[src/rtl/csr_file.sv]
// csr_file: LoongArch architectural control/status registers.
// Serves combinational CSR reads for the write-back stage, commits masked
// software writes, records exception / ertn state, and owns the stable
// counter, the countdown timer and the interrupt request back to decode.
module csr_file #(
  parameter int TIMER_W = 32,
  parameter int HWI_N   = 8
) (
  input  logic               clk,
  input  logic               reset,
  input  logic               csr_re,
  input  logic [13:0]        csr_num,
  output logic [31:0]        csr_rvalue,
  input  logic               csr_we,
  input  logic [31:0]        csr_wmask,
  input  logic [31:0]        csr_wvalue,
  input  logic               wb_ex,
  input  logic [5:0]         wb_ecode,
  input  logic [8:0]         wb_esubcode,
  input  logic [31:0]        wb_ex_pc,
  input  logic [31:0]        wb_badv,
  input  logic               ertn_flush,
  input  logic [HWI_N-1:0]   hw_int_in,
  input  logic               ipi_int_in,
  output logic               has_int,
  output logic [63:0]        counter_value
);

  // CSR addresses decoded by this block
  localparam logic [13:0] CSR_CRMD      = 14'h0000;
  localparam logic [13:0] CSR_PRMD      = 14'h0001;
  localparam logic [13:0] CSR_ECFG      = 14'h0004;
  localparam logic [13:0] CSR_ESTAT     = 14'h0005;
  localparam logic [13:0] CSR_ERA       = 14'h0006;
  localparam logic [13:0] CSR_BADV      = 14'h0007;
  localparam logic [13:0] CSR_EENTRY    = 14'h000c;
  localparam logic [13:0] CSR_SAVE0     = 14'h0030;
  localparam logic [13:0] CSR_SAVE1     = 14'h0031;
  localparam logic [13:0] CSR_SAVE2     = 14'h0032;
  localparam logic [13:0] CSR_SAVE3     = 14'h0033;
  localparam logic [13:0] CSR_TID       = 14'h0040;
  localparam logic [13:0] CSR_TCFG      = 14'h0041;
  localparam logic [13:0] CSR_TVAL      = 14'h0042;
  localparam logic [13:0] CSR_TICLR     = 14'h0044;
  localparam logic [13:0] CSR_TLBRENTRY = 14'h0088;

  // Software-writable bits of each register
  localparam logic [31:0] WM_CRMD  = 32'h0000_01ff;
  localparam logic [31:0] WM_PRMD  = 32'h0000_0007;
  localparam logic [31:0] WM_ECFG  = 32'h0000_1bff;
  localparam logic [31:0] WM_ESTAT = 32'h0000_0003;
  localparam logic [31:0] WM_FULL  = 32'hffff_ffff;
  localparam logic [31:0] WM_ENTRY = 32'hffff_ffc0;
  localparam logic [31:0] WM_NONE  = 32'h0000_0000;

  // TLB refill exception code: switches translation mode on entry/return
  localparam logic [5:0] ECODE_TLBR = 6'h3f;

  localparam logic [TIMER_W-1:0] TVAL_ZERO = TIMER_W'(32'd0);
  localparam logic [TIMER_W-1:0] TVAL_ONE  = TIMER_W'(32'd1);

  // Masked update restricted to the register's writable bits
  function automatic logic [31:0] masked_write(input logic [31:0] old_v,
                                               input logic [31:0] wv,
                                               input logic [31:0] wm,
                                               input logic [31:0] wr_bits);
    logic [31:0] eff;
    eff = wm & wr_bits;
    return (old_v & ~eff) | (wv & eff);
  endfunction

  // Exception codes that carry a faulting virtual address
  function automatic logic ecode_sets_badv(input logic [5:0] ec);
    case (ec)
      6'h01, 6'h02, 6'h03, 6'h04, 6'h07, 6'h08, 6'h09, 6'h3f: return 1'b1;
      default: return 1'b0;
    endcase
  endfunction

  // Architectural state
  logic [8:0]         crmd_q, crmd_d;
  logic [2:0]         prmd_q, prmd_d;
  logic [12:0]        lie_q, lie_d;
  logic [1:0]         is_sw_q, is_sw_d;
  logic [HWI_N-1:0]   hwi_q;
  logic               ipi_q;
  logic               ti_q, ti_d;
  logic [5:0]         ecode_q, ecode_d;
  logic [8:0]         esub_q, esub_d;
  logic [31:0]        era_q, era_d;
  logic [31:0]        badv_q, badv_d;
  logic [25:0]        eentry_q, eentry_d;
  logic [25:0]        tlbrentry_q, tlbrentry_d;
  logic [3:0][31:0]   save_q, save_d;
  logic [31:0]        tid_q, tid_d;
  logic [31:0]        tcfg_q, tcfg_d;
  logic [TIMER_W-1:0] tval_q, tval_d;
  logic [63:0]        cnt_q;

  // Full 32-bit read views of each register
  logic [7:0]  hwi8_s;
  logic [31:0] crmd_v_s, prmd_v_s, ecfg_v_s, estat_v_s;
  logic [31:0] eentry_v_s, tlbrentry_v_s, tval_v_s;
  logic [31:0] rdata_s, wr_bits_s, wdata_s;
  logic        sw_we_s, tcfg_load_s, ticlr_s, ti_fire_s;
  logic [TIMER_W-1:0] reload_cur_s, reload_new_s;
  logic        unused_s;

  assign unused_s      = csr_re;
  assign hwi8_s        = 8'(hwi_q);
  assign crmd_v_s      = {23'd0, crmd_q};
  assign prmd_v_s      = {29'd0, prmd_q};
  assign ecfg_v_s      = {19'd0, lie_q};
  assign estat_v_s     = {1'b0, esub_q, ecode_q, 3'b000, ipi_q, ti_q, 1'b0, hwi8_s, is_sw_q};
  assign eentry_v_s    = {eentry_q, 6'd0};
  assign tlbrentry_v_s = {tlbrentry_q, 6'd0};
  assign tval_v_s      = 32'(tval_q);

  // Read mux: combinational from current state; unmapped addresses read 0
  always_comb begin
    rdata_s = 32'd0;
    case (csr_num)
      CSR_CRMD:      rdata_s = crmd_v_s;
      CSR_PRMD:      rdata_s = prmd_v_s;
      CSR_ECFG:      rdata_s = ecfg_v_s;
      CSR_ESTAT:     rdata_s = estat_v_s;
      CSR_ERA:       rdata_s = era_q;
      CSR_BADV:      rdata_s = badv_q;
      CSR_EENTRY:    rdata_s = eentry_v_s;
      CSR_SAVE0:     rdata_s = save_q[0];
      CSR_SAVE1:     rdata_s = save_q[1];
      CSR_SAVE2:     rdata_s = save_q[2];
      CSR_SAVE3:     rdata_s = save_q[3];
      CSR_TID:       rdata_s = tid_q;
      CSR_TCFG:      rdata_s = tcfg_q;
      CSR_TVAL:      rdata_s = tval_v_s;
      CSR_TICLR:     rdata_s = 32'd0;
      CSR_TLBRENTRY: rdata_s = tlbrentry_v_s;
      default:       rdata_s = 32'd0;
    endcase
  end

  assign csr_rvalue = rdata_s;

  // Writable-bit mask for the addressed register (0 for read-only/unmapped)
  always_comb begin
    wr_bits_s = WM_NONE;
    case (csr_num)
      CSR_CRMD:      wr_bits_s = WM_CRMD;
      CSR_PRMD:      wr_bits_s = WM_PRMD;
      CSR_ECFG:      wr_bits_s = WM_ECFG;
      CSR_ESTAT:     wr_bits_s = WM_ESTAT;
      CSR_ERA, CSR_BADV, CSR_SAVE0, CSR_SAVE1, CSR_SAVE2, CSR_SAVE3,
      CSR_TID, CSR_TCFG: wr_bits_s = WM_FULL;
      CSR_EENTRY, CSR_TLBRENTRY: wr_bits_s = WM_ENTRY;
      default:       wr_bits_s = WM_NONE;
    endcase
  end

  // Exception and ertn commits both suppress the same-cycle software write
  assign sw_we_s      = csr_we & ~wb_ex & ~ertn_flush;
  assign wdata_s      = masked_write(rdata_s, csr_wvalue, csr_wmask, wr_bits_s);
  assign tcfg_load_s  = sw_we_s && (csr_num == CSR_TCFG) && wdata_s[0];
  assign ticlr_s      = sw_we_s && (csr_num == CSR_TICLR) && csr_wvalue[0] && csr_wmask[0];
  assign ti_fire_s    = tcfg_q[0] && (tval_q == TVAL_ONE);
  assign reload_cur_s = TIMER_W'({tcfg_q[31:2], 2'b00});
  assign reload_new_s = TIMER_W'({wdata_s[31:2], 2'b00});

  // Exception-state registers: exception entry, ertn, else software write
  always_comb begin
    crmd_d  = crmd_q;
    prmd_d  = prmd_q;
    era_d   = era_q;
    badv_d  = badv_q;
    ecode_d = ecode_q;
    esub_d  = esub_q;
    if (wb_ex) begin
      // {PIE,PPLV} <= {IE,PLV}; drop to kernel with interrupts off
      prmd_d      = crmd_q[2:0];
      crmd_d[2:0] = 3'b000;
      if (wb_ecode == ECODE_TLBR) begin
        crmd_d[4:3] = 2'b01;
      end else begin
        crmd_d[4:3] = crmd_q[4:3];
      end
      era_d   = wb_ex_pc;
      ecode_d = wb_ecode;
      esub_d  = wb_esubcode;
      if (ecode_sets_badv(wb_ecode)) begin
        badv_d = wb_badv;
      end else begin
        badv_d = badv_q;
      end
    end else if (ertn_flush) begin
      crmd_d[2:0] = prmd_q;
      if (ecode_q == ECODE_TLBR) begin
        crmd_d[4:3] = 2'b10;
      end else begin
        crmd_d[4:3] = crmd_q[4:3];
      end
    end else if (sw_we_s) begin
      case (csr_num)
        CSR_CRMD: crmd_d = wdata_s[8:0];
        CSR_PRMD: prmd_d = wdata_s[2:0];
        CSR_ERA:  era_d  = wdata_s;
        CSR_BADV: badv_d = wdata_s;
        default:  crmd_d = crmd_q;
      endcase
    end else begin
      crmd_d = crmd_q;
    end
  end

  // Plain software-owned registers
  always_comb begin
    lie_d       = lie_q;
    is_sw_d     = is_sw_q;
    eentry_d    = eentry_q;
    tlbrentry_d = tlbrentry_q;
    save_d      = save_q;
    tid_d       = tid_q;
    tcfg_d      = tcfg_q;
    if (sw_we_s) begin
      case (csr_num)
        CSR_ECFG:      lie_d       = wdata_s[12:0];
        CSR_ESTAT:     is_sw_d     = wdata_s[1:0];
        CSR_EENTRY:    eentry_d    = wdata_s[31:6];
        CSR_TLBRENTRY: tlbrentry_d = wdata_s[31:6];
        CSR_SAVE0:     save_d[0]   = wdata_s;
        CSR_SAVE1:     save_d[1]   = wdata_s;
        CSR_SAVE2:     save_d[2]   = wdata_s;
        CSR_SAVE3:     save_d[3]   = wdata_s;
        CSR_TID:       tid_d       = wdata_s;
        CSR_TCFG:      tcfg_d      = wdata_s;
        default:       tid_d       = tid_q;
      endcase
    end else begin
      tid_d = tid_q;
    end
  end

  // Countdown timer and its interrupt flag; a firing always beats a clear
  always_comb begin
    tval_d = tval_q;
    ti_d   = ti_q;
    if (tcfg_load_s) begin
      tval_d = reload_new_s;
    end else if (ti_fire_s) begin
      tval_d = tcfg_q[1] ? reload_cur_s : TVAL_ZERO;
    end else if (tcfg_q[0] && (tval_q != TVAL_ZERO)) begin
      tval_d = tval_q - TVAL_ONE;
    end else begin
      tval_d = tval_q;
    end
    if (ti_fire_s) begin
      ti_d = 1'b1;
    end else if (ticlr_s) begin
      ti_d = 1'b0;
    end else begin
      ti_d = ti_q;
    end
  end

  // State registers, cleared asynchronously; CRMD comes up in direct-address mode
  always_ff @(posedge clk or posedge reset) begin
    if (reset) begin
      crmd_q      <= 9'h008;
      prmd_q      <= 3'd0;
      lie_q       <= 13'd0;
      is_sw_q     <= 2'd0;
      hwi_q       <= {HWI_N{1'b0}};
      ipi_q       <= 1'b0;
      ti_q        <= 1'b0;
      ecode_q     <= 6'd0;
      esub_q      <= 9'd0;
      era_q       <= 32'd0;
      badv_q      <= 32'd0;
      eentry_q    <= 26'd0;
      tlbrentry_q <= 26'd0;
      save_q      <= {4{32'd0}};
      tid_q       <= 32'd0;
      tcfg_q      <= 32'd0;
      tval_q      <= TVAL_ZERO;
      cnt_q       <= 64'd0;
    end else begin
      crmd_q      <= crmd_d;
      prmd_q      <= prmd_d;
      lie_q       <= lie_d;
      is_sw_q     <= is_sw_d;
      hwi_q       <= hw_int_in;
      ipi_q       <= ipi_int_in;
      ti_q        <= ti_d;
      ecode_q     <= ecode_d;
      esub_q      <= esub_d;
      era_q       <= era_d;
      badv_q      <= badv_d;
      eentry_q    <= eentry_d;
      tlbrentry_q <= tlbrentry_d;
      save_q      <= save_d;
      tid_q       <= tid_d;
      tcfg_q      <= tcfg_d;
      tval_q      <= tval_d;
      cnt_q       <= cnt_q + 64'd1;
    end
  end

  assign has_int       = crmd_q[2] & (|(estat_v_s[12:0] & lie_q));
  assign counter_value = cnt_q;

endmodule
[config.mk]
export PLATFORM = sky130hd
export DESIGN_NAME = csr_file
export DESIGN_NICKNAME = d
export VERILOG_FILES = /design/src/rtl/csr_file.sv
export SDC_FILE = /design/constraint.sdc
export NUM_CORES = 1
export LEC_CHECK = 0
export BUFFER_PORTS_ARGS = -buffer_cell sky130_fd_sc_hd__buf_2
export CORE_MARGIN = 4
export CORE_UTILIZATION = 47
export DETAILED_ROUTE_END_ITERATION = 8
export PLACE_DENSITY_LB_ADDON = 0.3
export REMOVE_ABC_BUFFERS = 1
export SYNTH_ARGS = -nofsm -noshare
export SYNTH_HDL_FRONTEND = slang
export SYNTH_SLANG_ARGS = --single-unit
[constraint.sdc]
create_clock -name clk -period 14 [get_ports clk]
set_input_delay 2.1 -clock clk [delete_from_list [all_inputs] [get_ports clk]]
set_output_delay 2.1 -clock clk [all_outputs]
set_load 0.005 [all_outputs]
Word-level counts from Yosys, hierarchy flattened. Index checks and enable logic that the tools add are counted.

Register bits: 456. Input port bits: 172. Output and inout bits: 97. Word-level logic and storage cells: 131.

$add $sub $neg: 2. Equality and inequality tests: 29. Muxes and demuxes: 29. Bitwise logic cells: 11. Reductions and logical operators: 37.

Operators by type and width (count): $pmux W32 S15 (1); $mux W32 (13); $pmux W32 S6 (1); $and A32 B32 Y32 (3); $add A64 B1 Y64 const B (1); $eq A14 B3 Y1 const B (4); $eq A14 B6 Y1 const B (4); $eq A14 B7 Y1 const B (4); $eq A32 B1 Y1 const B (1); $not A32 Y32 (1); $or A32 B32 Y32 (1); $reduce_bool A32 Y1 (1); $sub A32 B1 Y32 const B (1); $reduce_and A2 Y1 (11); $mux W5 (4); $reduce_or A8 Y1 (2); $eq A14 B1 Y1 const B (1); $eq A14 B4 Y1 const B (1); $eq A14 B8 Y1 const B (1); $logic_not A14 Y1 (1); $and A13 B13 Y13 (1); $reduce_or A13 Y1 (1); $eq A6 B2 Y1 const B (2); $eq A6 B3 Y1 const B (2); 17 further kinds (45).

Longest topological paths before layout. Gate-level depths: netlist of the first run.

Depth in word-level cells: 11. Depth in mapped cells: 13.

Least setup slack after synthesis of the first run. Ideal clock, no wire load.

Kind: input -> output. Start: input port csr_num[13]. End: output port csr_rvalue[21]. Data arrival time: 4087 ps. Data required time: 11900 ps. Path slack: 7813 ps. Stages on the path: 8. Path buffers: 4. Cell sequence: or2_2 -> buf_2 -> buf_2 -> nor4_4 -> clkbuf_1 -> buf_1 -> a211oi_1 -> nand3b_1.

Word-level cells in the longest chain between the ends: 2. Elaborated cells between the ends (all ways): 16. Those cells by class: eq/ne (14); mux (1); reduce/logical (1).

Ends and longest elaborated chain: from (decl) (RTL line 12) `input logic [13:0] csr_num,`; $eq A14 B8 Y1, or another cell as far along (RTL line 122) `case (csr_num)`; $pmux W32 S15 (*) (RTL line 122); to (decl) (RTL line 13) `output logic [31:0] csr_rvalue,`.

Mark *: on every way between the ends. The rest lies on a longest branch, timed or not.

Final worst setup path of the first run.
Start: input port csr_num[5]. End: output port csr_rvalue[27].

The elaborated chain is that of the path after synthesis.

==> qor.txt, run 1 <==
status = complete, no violations
Top Ports = 269
sw power = 0.7238 mW
Area contributors post-synth = dfrtp_1, nand2_1, o21ai_0
Final Routed Wirelength = 91.18 mm
count of different cell masters after synthesis = 94
initial antenna violation count = 1
Crit path required time = 11.90 ns
clock group share of total power = 46.4%
clk sinks = 456
clock-pin slew of the registers on the worst-case setup and hold paths = 0.06 ns
via count = 21850
RePlAce Congestion = 0.9801
worst reg2reg path endpoint = tval_q[26]$_DFFE_PP0P_
Post-route DRC = 0
starting density of the core = 47.95%
area delta synth->final = 14.85%
gr ovfl total = 0
Min-Delay Path Depth = 0
First-pass DRT Iterations = 8
die height = 232.4 µm
R2R depth = 9
Avg Inst Size Synth = 9.604 µm²
dominant cell type by area after synthesis = dfrtp_1
Pleak = 11.73 nW
largest net degree at the start of global routing = 180
Slew Limit Fails = 0
Skew-Pair Late Insertion Delay = 0.63 ns
GR Util All Layers = 32.96%
Hold-fix buffers, CTS = 0
relative slew slack = 8.575%
clock skew = 0.02018 ns
first-pass GRT wire length = 134.6 mm
Reg2Reg Launch Point = tval_q[0]$_DFFE_PP0P_
Seq pwr share = 47.4%
CTS Root Cell = clkbuf_16
Worst setup SP type = primary input
Worst R2R Setup Slack = 9.79 ns
Syn Inst Count = 2464
Final Instance Area = 0.02718 mm²
post-detailed-placement half-perimeter wirelength = 60.32 mm
HP Start = lie_q[10]$_DFFE_PP0P_
#FFs+latches synth = 456
mapped cell area = 0.02366 mm²
worst vdd ir = 0.09556 mV
register area share after synthesis = 48.23%
Synth top area share = 48.12%
Final #Nets = 2820
Commonest cells post-synth = dfrtp_1, nand2_1, o21ai_0
Via-to-Cell Ratio = 6.525
fin crit period = 7.938 ns
ys async rst share = 100.0%
number of warnings issued by yosys = 0
Fmax achieved = 0.1260 GHz
Placed Cells = 3258
drt wl/cell = 27.22 µm
Final ANT Viol Nets = 0
Core Footprint = 0.04936 mm²
unrepaired setup endpoints after global routing = no
Post-synth top flop = dfrtp_1
htree depth = 2
Hold Crit Class = register to register
Die Wd = 232.4 µm
Site Rows = 81
DR iter-0 viols = 2761
Net Sw Frac = 24.65%
buffer count from post-CTS setup fixing = 0
vias in the first global route = 21240
Pint = 2.212 mW
fin cells = 3349
measured slew at the worst slew-check pin = 1.357 ns
Die Area = 0.05400 mm²
post-CTS sizing = 0
IO buf count = 267
Util after Layout = 55.06%
Inserted Diodes = 0
Worst Path Arrival = 5.84 ns
CTS tree = built
final setup fails = 0
most common cell in the netlist = dfrtp_1
Comb power frac = 6.3%
Max Cap Viol = 0
final hold violation count = 0
worst-path fanout max = 21
final cycle utilization of the critical path = 56.70%
CTS Buf Count = 49
Power Total = 2.936 mW
Post-synth EDFFs = 0
Hold Path End = lie_q[10]$_DFFE_PP0P_
endpoint class of the critical path = primary output
share of cells above drive strength 1 = 19.66%
Area after DPL = 0.02549 mm²
CTS Buffer Depth = 3
Crit Path Class = primary input to primary output
PD cells = 108.0 mW/mm²
## layout by cell type, fill, tap and decap left out, types with 15 or more instances in the layout
cell and instances:
a222oi_1 21, a22oi_1 48, nor4_1 16, nor3_1 33, nor3b_1 20, inv_1 25, nor2_1 75, clkbuf_16 49
mux2_2 40, dfrtp_1 455, a21oi_1 58, and3_1 20, o211ai_1 44, a221oi_1 15, mux2i_1 30, clkbuf_1 15
a22o_1 31, buf_4 64, nand4_1 33, nand3_1 74, o21ai_0 278, o21a_1 49, and2_1 29, nand2_1 434
buf_2 266, a211oi_1 17, xor2_1 32, xnor2_1 51
## kinds of logic (layout without fill, tap and decap cells)
| logic type | after synthesis | in the layout | share of synthesized area, % |
|---|---|---|---|
| AND/OR/NAND/NOR | 864 | 864 | 18.49 |
| AO/OA/AOI/OAI | 755 | 755 | 21.89 |
| flip-flops | 456 | 456 | 48.23 |
| buffers and inverters | 228 | 449 | 4.547 |
| XOR/XNOR | 83 | 83 | 3.072 |
| multiplexers | 75 | 75 | 3.611 |
| adder cells (fa/ha/maj) | 3 | 3 | 0.1586 |
## critical path, stage by stage
cell      delay (ns)
buf_2           0.25
or4_1           0.81
nor4_4          0.72
buf_4           0.32
and2_1          0.95
a221o_1         0.37
a2111o_1        0.15
buf_2           0.12
## routing by layer
metal / wire length [µm] / global-route usage (%)
met3: 9976 / 8.166
met5: 20 / 0
met4: 4469 / 13.47
met1: 35890 / 44.29
met2: 40820 / 51.42
## worst max-delay path by stage
stage          startpoint                     to  slack [ns]  cells after the start
2_1_floorplan       reset  badv_q[0]$_DFFE_PP0P_       -0.81                      1
4_1_cts        csr_num[5]          csr_rvalue[7]        6.17                      8
5_1_grt        csr_num[5]          csr_rvalue[7]        6.10                      8
6_report       csr_num[5]         csr_rvalue[27]        6.06                      8
3_5_place_dp   csr_num[5]          csr_rvalue[7]        6.18                      8
3_3_place_gp   csr_num[5]          csr_rvalue[7]        6.22                      8
## power by group through the flow
stage	Combinational, mW	Clock [mW]	Sequential (mW)
3_5_place_dp	0.182	0	1.41
3_3_place_gp	0.177	0	1.41
4_1_cts	0.182	1.37	1.39
2_1_floorplan	0.0982	0	1.40
6_report	0.184	1.36	1.39
5_1_grt	0.199	1.42	1.39
## through the flow
step           setup TNS (ns)  hold WS (ns)  setup slack [ns]
6_report                    0        0.3725             6.062
4_1_cts                     0        0.3730             6.175
2_1_floorplan         -368.77        0.3461           -0.8105
3_3_place_gp                0        0.3577             6.224
3_5_place_dp                0        0.3607             6.184
5_1_grt                     0        0.3941             6.098
## cell type report
type	instances	area (µm²)
Clock buffer	77	1461
Clock inverter	14	229.0
Fill cell	4409	22180
Inverter	27	108.9
Multi-Input combinational cell	1780	11300
Sequential cell	456	11410
Tap cell	664	830.8
Timing Repair Buffer	331	1832
## sequential cells by signal, summed over array words and instances (netlist names)
| name | flops |
|---|---|
| ecode_q | 6 |
| ipi_q | 1 |
| ti_q | 1 |
| hwi8_s | 8 |
| eentry_q | 26 |
| counter_value | 64 |
| esub_q | 9 |
| lie_q | 13 |
| is_sw_q | 2 |
| tlbrentry_q | 26 |
| tval_q | 32 |
| badv_q | 32 |
| era_q | 32 |
| save_q | 128 |
| tcfg_q | 32 |
| crmd_q | 9 |
| tid_q | 32 |
| prmd_q | 3 |
No activity file was read; power rests on OpenSTA's default activity.
==> inputs of run 2 (changes only) <==
- ABC_AREA: not set -> 1
- clock period: 14 -> 7.45 ns (I/O delays scaled with it)
==> qor.txt, run 2 <==
status = complete, no violations
count of different cell masters after synthesis = 59 (-37%)
Skew-Pair Late Insertion Delay = 0.61 ns (-0.02 ns)
Worst setup SP type = primary input
Post-synth EDFFs = 0 (unchanged)
Die Wd = 242.6 µm (+4.4%)
final setup fails = 0 (unchanged)
#FFs+latches synth = 456 (unchanged)
Seq pwr share = 47.4% (about the same)
unrepaired setup endpoints after global routing = no
drt wl/cell = 20.34 µm (-25%)
worst-path fanout max = 35 (+67%)
Slew Limit Fails = 0 (unchanged)
DR top layer = met5
worst vdd ir = 0.1570 mV (+64%)
most common cell in the netlist = nand2_1
Avg Inst Size Synth = 7.223 µm² (-25%)
Post-route DRC = 0 (unchanged)
clk sinks = 456 (unchanged)
ys async rst share = 100.0% (unchanged)
Net Sw Frac = 24.60% (-0.048 points)
htree depth = 2 (unchanged)
M1 WL = 37.47 mm (+4.4%)
Via-to-Cell Ratio = 5.667 (-13%)
Synth top area share = 44.02% (-4.1 points)
CTS Buffer Depth = 3 (unchanged)
PD cells = 188.3 mW/mm² (+74%)
Area contributors post-synth = dfrtp_1, nand2_1, o21ai_0
number of warnings issued by yosys = 0 (unchanged)
CTS Buf Count = 51 (+4.1%)
number of flip-flops in the largest register = 128 (unchanged)
Final Routed Wirelength = 92.13 mm (+1.0%)
relative slew slack = 26.41% (+18 points)
dominant cell type by area after synthesis = dfrtp_1
DR iter-0 viols = 2807 (+1.7%)
met2 WL = 41.19 mm (+0.92%)
First-pass DRT Iterations = 5 (-3)
CTS Root Cell = clkbuf_16
Hold Crit Class = register to register
critical path, cell by cell = buf_2 -> nor2_1 -> inv_2 -> nor2_8 -> nand2_1 -> buf_4 -> inv_2 -> nand2_1 -> nand3_1 -> nor3_1 -> or3b_2 -> buf_2
via count = 25670 (+17%)
Syn Inst Count = 3581 (+45%)
Util after Layout = 54.20% (-0.86 points)
area delta synth->final = 13.44%
Top Ports = 269 (unchanged)
Core Footprint = 0.05413 mm² (+9.7%)
Post-synth top flop = dfrtp_1
post-detailed-placement half-perimeter wirelength = 61.99 mm (+2.8%)
Comb power frac = 6.3% (about the same)
Hold-fix buffers, CTS = 0 (unchanged)
gr ovfl total = 0 (unchanged)
buffer count from post-CTS setup fixing = 0 (unchanged)
Crit Path Class = primary input to primary output
Total Neg Setup Slack = 0 ns (unchanged)
clock-pin slew of the registers on the worst-case setup and hold paths = 0.06 ns (about the same)
starting density of the core = 47.78% (-0.17 points)
mapped cell area = 0.02586 mm² (+9.3%)
Fmax achieved = 0.1989 GHz
Most flops, register = save_q
final hold violation count = 0 (unchanged)
commonest non-fill, non-tap cell in the layout = nand2_1
fin crit period = 5.029 ns
die height = 242.6 µm (+4.4%)
Die Area = 0.05885 mm² (+9.0%)
first-pass GRT wire length = 141.1 mm (+4.8%)
RePlAce Congestion = 0.9533 (-2.7%)
Crit path required time = 6.33 ns (-5.57 ns)
Pleak = 15.14 nW (+29%)
clock skew = 0.02584 ns (+0.005665 ns)
sw power = 1.360 mW (+88%)
CTS tree = built
GR Util All Layers = 30.47% (-2.5 points)
Final #Nets = 3961 (+40%)
measured slew at the worst slew-check pin = 1.104 ns (-0.2532 ns)
met3 wire len = 9.224 mm (-7.5%)
clock group share of total power = 46.3% (about the same)
Max Cap Viol = 0 (unchanged)
slowest CP cell = inv_2
Site Rows = 85 (+4.9%)
IO buf count = 267 (unchanged)
register area share after synthesis = 44.12% (-4.1 points)
most frequent cells in the layout = nand2_1, dfrtp_1, nor2_1
Slowest Stage Delay on Critical Path = 0.69 ns (-0.26 ns)
vias in the first global route = 24220 (+14%)
largest net degree at the start of global routing = 178 (-1.1%)
Worst Path Arrival = 3.91 ns (-1.93 ns)
Commonest cells post-synth = nand2_1, dfrtp_1, nor2_1
final cycle utilization of the critical path = 67.50%
initial antenna violation count = 19 (+18)
post-CTS sizing = 0 (unchanged)
endpoint class of the critical path = primary output
Pint = 4.166 mW (+88%)
share of cells above drive strength 1 = 12.99% (-6.7 points)
Final ANT Viol Nets = 0 (unchanged)
run 2: final cells by class:
class                   count  area (µm²)
diodes                      8       20.02
fillers                  5262       24790
flip-flops and latches    456       11410
clock inverters            11       86.33
inverters                 301        1147
multi-input cells        2677       12600
clock buffers              81        1602
repair buffers            299        1604
well taps                 696       870.8
run 2: worst paths after layout:
kind,startpoint,end,slack [ns],depth (start not counted)
worst max-delay path,csr_num[9],csr_rvalue[6],2.42,12
worst min-delay path,lie_q[10]$_DFFE_PP0P_,lie_q[10]$_DFFE_PP0P_,0.38,0
worst max register to register,tval_q[25]$_DFFE_PP0P_,tval_q[26]$_DFFE_PP0P_,3.51,15
worst min register to register,lie_q[10]$_DFFE_PP0P_,lie_q[10]$_DFFE_PP0P_,0.38,0
max in group asynchronous,reset,eentry_q[23]$_DFFE_PP0P_,5.24,3
min in group asynchronous,reset,counter_value[10]$_DFF_PP0_,0.65,2
run 2: cells by family (layout without fill, tap and decap cells):
logic type	after synthesis	after routing	synth area share, %
AO/OA/AOI/OAI	646	646	13.48
AND/OR/NAND/NOR	1941	1941	32.08
XOR/XNOR	87	87	2.946
other	0	8	0
flip-flops	456	456	44.12
buffers and inverters	448	692	7.232
adder cells (fa/ha/maj)	3	3	0.1451
run 2: critical path: cells and delay by family:
| family | cells | cell delay (ns) |
|---|---|---|
| buffers and inverters | 5 | 1.24 |
| AND/OR/NAND/NOR | 7 | 1.51 |
run 2: through the flow:
stage	worst slack (ns)	power, mW	instances	instance area (µm²)	hold slack [ns]
after floorplan	-6.378	2.836	3434	25130	0.3537
after global placement	2.567	2.997	4429	27630	0.3646
after detailed placement	2.514	3.002	4429	27630	0.3680
after CTS	2.504	5.543	4521	29320	0.3825
after global routing	2.378	5.697	4526	29330	0.3933
final	2.421	5.525	4529	29340	0.3826
run 2: power groups by stage:
stage	sequential, mW	combinational (mW)	clock [mW]
final	2.62	0.347	2.56
after global routing	2.62	0.390	2.68
after CTS	2.62	0.346	2.58
after detailed placement	2.66	0.344	0
after global placement	2.66	0.338	0
after floorplan	2.64	0.200	0
run 2: layer usage:
metal,global-route usage [%],up-vias
li1,-,12050
met1,40.97,12020
met2,48.31,1324
met3,6.346,257
met4,12.65,22
met5,0,-
